`src/rtl/gold_qpsk_sequence_gen_if.sv`:
```
// AXI-stream carrying mapped QPSK samples out of gold_qpsk_sequence_gen.
//   tdata  : {Q, I}, each OUT_DW/2 bits signed two's complement
//   tvalid : sample valid
//   tready : downstream ready
//   tlast  : final symbol of the sequence
// master = sequence generator, slave = consumer (channel estimator, descrambler).
interface gold_qpsk_sequence_gen_if #(
    parameter int OUT_DW = 32
);
    logic [OUT_DW-1:0] tdata;
    logic              tvalid;
    logic              tready;
    logic              tlast;

    modport master (output tdata, tvalid, tlast, input tready);
    modport slave  (input tdata, tvalid, tlast, output tready);
endinterface

```
`src/rtl/gold_qpsk_sequence_gen.sv`:
```
// Gold-sequence (x1/x2 LFSR pair) QPSK reference sequence generator, two
// sequence bits (one QPSK symbol) per clock.
//   clk_i, reset_i       : clock, asynchronous active-high reset
//   start_i              : one-cycle pulse; latches config, (re)starts a sequence
//   mode_i               : 0 = PBCH c_init from N_id_i/ibar_i, 1 = c_init_i
//   N_id_i, ibar_i       : PBCH cell ID / SSB index, sampled on start_i
//   c_init_i             : external c_init, sampled on start_i
//   m_axis_out           : AXI-stream master of {Q, I} samples, tlast on symbol LEN-1
//   busy_o               : sequence in warm-up or streaming
//   c_init_o             : c_init currently in use
module gold_qpsk_sequence_gen #(
    parameter int OUT_DW      = 32,
    parameter int LEN         = 144,
    parameter int NC          = 1600,
    parameter int AMP         = 2**(OUT_DW/2-2),
    parameter int MAX_CELL_ID = 1007
) (
    input  logic                           clk_i,
    input  logic                           reset_i,
    input  logic                           start_i,
    input  logic                           mode_i,
    input  logic [$clog2(MAX_CELL_ID)-1:0] N_id_i,
    input  logic [2:0]                     ibar_i,
    input  logic [30:0]                    c_init_i,
    gold_qpsk_sequence_gen_if.master       m_axis_out,
    output logic                           busy_o,
    output logic [30:0]                    c_init_o
);
    localparam int HW        = OUT_DW / 2;
    localparam int CW        = $clog2(LEN + 1);
    localparam int WW        = $clog2(NC / 2 + 2);
    localparam int WARM_LAST = (NC >= 2) ? NC / 2 - 1 : 0;
    localparam logic [HW-1:0] AMP_P = HW'(AMP);
    localparam logic [HW-1:0] AMP_N = HW'(-AMP);

    typedef enum logic [1:0] {IDLE, WARMUP, RUN} state_t;

    state_t            state_q, state_d;
    logic [30:0]       x1_q, x1_d, x2_q, x2_d;
    logic [CW-1:0]     cnt_q, cnt_d;
    logic [WW-1:0]     warm_q, warm_d;
    logic [30:0]       cinit_q, cinit_d;
    logic [OUT_DW-1:0] tdata_q, tdata_d;
    logic              tvalid_q, tvalid_d, tlast_q, tlast_d, busy_q;
    logic              hs;

    // Two-step advance: bit k holds x(n+k); after the shift new bits 29/30
    // are x(n+31)/x(n+32).
    function automatic logic [30:0] adv_x1(input logic [30:0] x);
        return {x[4] ^ x[1], x[3] ^ x[0], x[30:2]};
    endfunction

    function automatic logic [30:0] adv_x2(input logic [30:0] x);
        return {x[4] ^ x[3] ^ x[2] ^ x[1], x[3] ^ x[2] ^ x[1] ^ x[0], x[30:2]};
    endfunction

    // PBCH c_init; 31-bit intermediates never overflow for N_id <= 1007, ibar <= 7.
    logic [30:0] ib1, nq1, cinit_pbch, cinit_sel;
    always_comb begin
        ib1        = 31'(ibar_i) + 31'd1;
        nq1        = 31'(N_id_i >> 2) + 31'd1;
        cinit_pbch = ((ib1 * nq1) << 11) + (ib1 << 6) + 31'(N_id_i[1:0]);
        cinit_sel  = mode_i ? c_init_i : cinit_pbch;
    end

    assign hs = tvalid_q & m_axis_out.tready;

    always_comb begin
        state_d = state_q;
        x1_d    = x1_q;
        x2_d    = x2_q;
        cnt_d   = cnt_q;
        warm_d  = warm_q;
        cinit_d = cinit_q;
        // start_i wins over everything, including the final handshake.
        if (start_i) begin
            x1_d    = 31'd1;
            x2_d    = cinit_sel;
            cinit_d = cinit_sel;
            cnt_d   = '0;
            warm_d  = '0;
            state_d = (NC == 0) ? RUN : WARMUP;
        end else begin
            unique case (state_q)
                IDLE: state_d = IDLE;
                WARMUP: begin
                    x1_d   = adv_x1(x1_q);
                    x2_d   = adv_x2(x2_q);
                    warm_d = warm_q + 1'b1;
                    if (warm_q == WW'(WARM_LAST)) state_d = RUN;
                end
                RUN: begin
                    if (hs) begin
                        x1_d = adv_x1(x1_q);
                        x2_d = adv_x2(x2_q);
                        if (cnt_q == CW'(LEN - 1)) begin
                            state_d = IDLE;
                            cnt_d   = '0;
                        end else begin
                            cnt_d = cnt_q + 1'b1;
                        end
                    end
                end
                default: state_d = IDLE;
            endcase
        end
    end

    // Output sample is registered from the next LFSR state, so it only changes
    // when the LFSRs move: stalls keep tdata/tlast stable for free.
    logic [1:0]         c_d;
    logic [1:0][HW-1:0] sym_d;
    assign c_d = x1_d[1:0] ^ x2_d[1:0];

    // lane 0 = I from c(2m), lane 1 = Q from c(2m+1); bit 1 maps to -AMP
    for (genvar l = 0; l < 2; l++) begin : g_lane
        assign sym_d[l] = c_d[l] ? AMP_N : AMP_P;
    end

    always_comb begin
        tvalid_d = (state_d == RUN);
        tlast_d  = tvalid_d && (cnt_d == CW'(LEN - 1));
        tdata_d  = tvalid_d ? sym_d : '0;
    end

    always_ff @(posedge clk_i or posedge reset_i) begin
        if (reset_i) begin
            state_q  <= IDLE;
            x1_q     <= '0;
            x2_q     <= '0;
            cnt_q    <= '0;
            warm_q   <= '0;
            cinit_q  <= '0;
            tdata_q  <= '0;
            tvalid_q <= 1'b0;
            tlast_q  <= 1'b0;
            busy_q   <= 1'b0;
        end else begin
            state_q  <= state_d;
            x1_q     <= x1_d;
            x2_q     <= x2_d;
            cnt_q    <= cnt_d;
            warm_q   <= warm_d;
            cinit_q  <= cinit_d;
            tdata_q  <= tdata_d;
            tvalid_q <= tvalid_d;
            tlast_q  <= tlast_d;
            busy_q   <= (state_d != IDLE);
        end
    end

    assign m_axis_out.tdata  = tdata_q;
    assign m_axis_out.tvalid = tvalid_q;
    assign m_axis_out.tlast  = tlast_q;
    assign busy_o            = busy_q;
    assign c_init_o          = cinit_q;
endmodule
```
`src/flat_wrapper.sv`:
```
// flat-port wrapper written by rule: the top's interface ports become plain ports
module gold_qpsk_sequence_gen_flat 
#(
    parameter int OUT_DW      = 32,
    parameter int LEN         = 144,
    parameter int NC          = 1600,
    parameter int AMP         = 2**(OUT_DW/2-2),
    parameter int MAX_CELL_ID = 1007
)
  (clk_i, reset_i, start_i, mode_i, N_id_i, ibar_i, c_init_i, busy_o, c_init_o, m_axis_out_tdata, m_axis_out_tvalid, m_axis_out_tlast, m_axis_out_tready);
  gold_qpsk_sequence_gen_if #(.OUT_DW(OUT_DW)) m_axis_out_i ();
  input  logic clk_i;
  input  logic reset_i;
  input  logic start_i;
  input  logic mode_i;
  input  logic [$clog2(MAX_CELL_ID)-1:0] N_id_i;
  input  logic [2:0] ibar_i;
  input  logic [30:0] c_init_i;
  output logic busy_o;
  output logic [30:0] c_init_o;
  output wire logic [$bits(m_axis_out_i.tdata)-1:0] m_axis_out_tdata;
  output wire logic [$bits(m_axis_out_i.tvalid)-1:0] m_axis_out_tvalid;
  output wire logic [$bits(m_axis_out_i.tlast)-1:0] m_axis_out_tlast;
  input wire logic [$bits(m_axis_out_i.tready)-1:0] m_axis_out_tready;
  assign m_axis_out_tdata = m_axis_out_i.tdata;
  assign m_axis_out_tvalid = m_axis_out_i.tvalid;
  assign m_axis_out_tlast = m_axis_out_i.tlast;
  assign m_axis_out_i.tready = m_axis_out_tready;
  gold_qpsk_sequence_gen #(.OUT_DW(OUT_DW), .LEN(LEN), .NC(NC), .AMP(AMP), .MAX_CELL_ID(MAX_CELL_ID)) u_core (.clk_i(clk_i), .reset_i(reset_i), .start_i(start_i), .mode_i(mode_i), .N_id_i(N_id_i), .ibar_i(ibar_i), .c_init_i(c_init_i), .m_axis_out(m_axis_out_i), .busy_o(busy_o), .c_init_o(c_init_o));
endmodule
```
`config.mk`:
```
export PLATFORM = sky130hd
export DESIGN_NAME = gold_qpsk_sequence_gen_flat
export DESIGN_NICKNAME = d
export VERILOG_FILES = /design/src/rtl/gold_qpsk_sequence_gen_if.sv /design/src/rtl/gold_qpsk_sequence_gen.sv /design/src/flat_wrapper.sv
export SDC_FILE = /design/constraint.sdc
export NUM_CORES = 1
export LEC_CHECK = 0
export CORE_AREA = 10 10 99 167
export CTS_CLUSTER_SIZE = 30
export DETAILED_ROUTE_END_ITERATION = 8
export DIE_AREA = 0 0 109 177
export PLACE_DENSITY = 0.87
export SETUP_SLACK_MARGIN = 0.3
export SYNTH_ARGS = -nofsm -noshare
export SYNTH_HDL_FRONTEND = slang
export SYNTH_SLANG_ARGS = --single-unit
```
`constraint.sdc`:
```
create_clock -name clk_i -period 7.45 [get_ports clk_i]
set_input_delay 1.49 -clock clk_i [delete_from_list [all_inputs] [get_ports clk_i]]
set_output_delay 1.49 -clock clk_i [all_outputs]
set_load 0.01 [all_outputs]
```
==> run_results.csv <==
group,metric,value,unit
status,outcome,"finished clean",
cells_and_area,final_common_cell,"dfrtp_1",
critical_path,cpMostUsedCell,"fa_1",
floorplan,dieHeight,177,um
worst_hold_path,hp-class,"flop to flop",
global_route,grt_max_degree,91,
floorplan,initial_utilization,0.486,
sta,rsz0062_at_grt,"false",
sta,hold_viol_final,0,
clock_network,clk_latency,0.42,ns
critical_path,crit_type,"input port to flop",
route,routed_wl,16.9,mm
sta,post-route-min-period,5.66,ns
sta,fmax,177,MHz
sta,whs,0.480,ns
floorplan,dieWidth,109,um
synthesis,synth-seq-cells,118,
synthesis,ys_types,61,
clock_network,cts_buffers,17,
route,vias,5477,
clock_network,post_cts_buffers,0,
route,wl_per_cell,17.7,um
route,first_iter_violations,313,
sta,relSlewSlack,0.341,
critical_path,max_stage_delay,0.69,ns
clock_network,cts_buffer_depth,2,
power_and_ir_drop,sw_frac_of_total,0.289,
power_and_ir_drop,clockPowerShare,0.426,
clock_network,hold_buffers,0,
clock_network,clk_pin_slew,0.06,ns
clock_network,cts_tree,"done",
power_and_ir_drop,comb_power_share,0.191,
sta,fin_tns_setup,0,ns
placement,place_congestion,0.906,
global_route,grtUsageTotal,0.183,
synthesis,ys_seq_area_frac,0.441,
power_and_ir_drop,ir_drop,0.000135,V
sta,worstMarginPinSlew,0.987,ns
critical_path,cp.arrival,5.94,ns
global_route,antenna_found_initial,0,
route,drc,0,
floorplan,core.rowCount,57,
floorplan,io_pins,115,
sta,skew,0.0120,ns
clock_network,root_buffer,"clkbuf_16",
route,dr.pass1.iters,5,
critical_path,crit_fanout,12,
global_route,overflow,0,
clock_network,clock_sinks,118,
synthesis,syn_area,6690,um^2
synthesis,yosysWarnings,0,
sta,drv_slew,0,
global_route,grt_pass1_wl,28.0,mm
power_and_ir_drop,power_leakage,3.71,nW
synthesis,synth-edff-count,0,
route,via_per_inst,5.74,
route,drtAntennaViolNets,0,
sta,setup_ws,1.79,ns
critical_path,crit_chain,"clkdlybuf4s50_1 > nand3_1 > or2_2 > fa_1 > inv_1 > fa_1 > inv_1 > fa_1 > nand2b_1 > a2111oi_0 > nor2_1 > nand4_1 > o211ai_1",
cells_and_area,final_cell_mix,"dfrtp_1, clkdlybuf4s50_1, nor2_1",
power_and_ir_drop,power.density,235,nW/um^2
floorplan,coreArea,13800,um^2
placement,dpl_worst_slack,1.40,ns
critical_path,crit_path_end_kind,"flop",
critical_path,slowest_stage,"clkdlybuf4s50_1",
critical_path,critPathLaunchType,"input port",
critical_path,worstPathRequired,7.73,ns
cells_and_area,n_antenna_cell,0,
synthesis,async_flop_share,1.00,
power_and_ir_drop,p_switching,0.000549,W
synthesis,synthCells,691,
cells_and_area,final_nets,850,
clock_network,cts_resized,0,
cells_and_area,drive_gt1_frac,0.0695,
global_route,grt_pass1_vias,5724,
floorplan,dieArea,19300,um^2
sta,finalSetupViolations,0,
synthesis,ys.flop_type,"dfrtp_1",
flow_run,max_cap_viol_count,0,
placement,dpl.hpwl,12.4,mm
synthesis,syn_avg_cell_area,9.69,um^2
power_and_ir_drop,seq_power_share,0.383,
cells_and_area,area_delta_synth_final,20.8,%
sta,period_share,0.760,
clock_network,htree_levels,4,
power_and_ir_drop,p_int,0.00135,W
placement,io_buffer_count,86,
per-stage QoR:
step | std cells | power [W] | utilization | cell area, um^2
final | 954 | 0.00190 | 0.588 | 8090
after floorplan | 718 | 0.000972 | - | 6790
after global routing | 954 | 0.00199 | 0.588 | 8090
after global placement | 922 | 0.00109 | 0.545 | 7500
after CTS | 954 | 0.00191 | 0.588 | 8090
after detailed placement | 922 | 0.00110 | 0.545 | 7500
cell type report:
type | instances | area, um^2
fillers | 1159 | 5680
multi-input cells | 481 | 3230
flip-flops and latches | 118 | 2950
repair buffers | 90 | 886
clock buffers | 18 | 439
well taps | 177 | 221
inverters | 56 | 213
clock inverters | 14 | 150
routing by layer:
layer / share of wire / GRT usage / up-vias
met5: 0 / 0 / -
met4: 0.047 / 0.105 / 0
met3: 0.050 / 0.0346 / 69
met2: 0.54 / 0.325 / 218
met1: 0.36 / 0.194 / 2687
li1: - / - / 2503
kinds of logic (layout without fill, tap and decap cells):
kind of cell | Yosys count | after routing | share of synthesized area
and+or+nand+nor | 208 | 208 | 0.150
AOI/OAI and AO/OA | 173 | 173 | 0.183
buffers and inverters | 119 | 178 | 0.0929
DFF | 118 | 118 | 0.441
adders and majority gates | 37 | 37 | 0.0849
xor gates and xnor gates | 27 | 27 | 0.0353
muxes | 8 | 8 | 0.0120
other | 1 | 28 | 0.000560
cell usage after synthesis (all sizes together), types with 10 or more instances:
cell type	count	area (um^2)
nand2	61	229
buf	52	370
clkbuf	11	41.3
a221oi	15	131
nand4	10	62.6
a21oi	39	206
xor2	20	175
nand3	14	70.1
inv	56	210
dfrtp	118	2950
a22o	29	254
fa	14	280
ha	23	288
a22oi	15	113
nor2	68	258
o21ai	26	130
flip-flops by register name, indices dropped and copies added (netlist names):
signal	flops
u_core.x2_q	31
u_core.cnt_q	8
u_core.m_axis_out.tdata	3
u_core.busy_o	1
u_core.x1_q	31
u_core.state_q	2
u_core.warm_q	10
u_core.m_axis_out.tlast	1
u_core.c_init_o	31
critical path, delay by kind of cell:
family | cells | cell delay, ns
adders and majority gates | 3 | 1.56
and+or+nand+nor | 5 | 1.34
buffers and inverters | 3 | 0.82
AOI/OAI and AO/OA | 2 | 0.73
worst paths after layout:
path                            depth (start not counted)            endpoint  slack (ns)                from
worst max register to register                          7     u_core.x2_q[23]        4.57   u_core.state_q[0]
min in group asynchronous                               2  u_core.c_init_o[3]        1.57             reset_i
worst min register to register                          1  u_core.c_init_o[1]        0.48  u_core.c_init_o[1]
worst min-delay path                                    1  u_core.c_init_o[1]        0.48  u_core.c_init_o[1]
max in group asynchronous                               3       u_core.busy_o        4.70             reset_i
worst max-delay path                                   13     u_core.x2_q[23]        1.79           ibar_i[0]
power by group through the flow:
stage / clock, W / combinational [W] / sequential (W)
finish: 0.000809 / 0.000364 / 0.000728
global placement: 0 / 0.000355 / 0.000736
CTS: 0.000817 / 0.000367 / 0.000727
global route: 0.000842 / 0.000411 / 0.000732
floorplan: 0 / 0.000235 / 0.000737
detailed placement: 0 / 0.000364 / 0.000737
(Power assumes the default switching activity.)
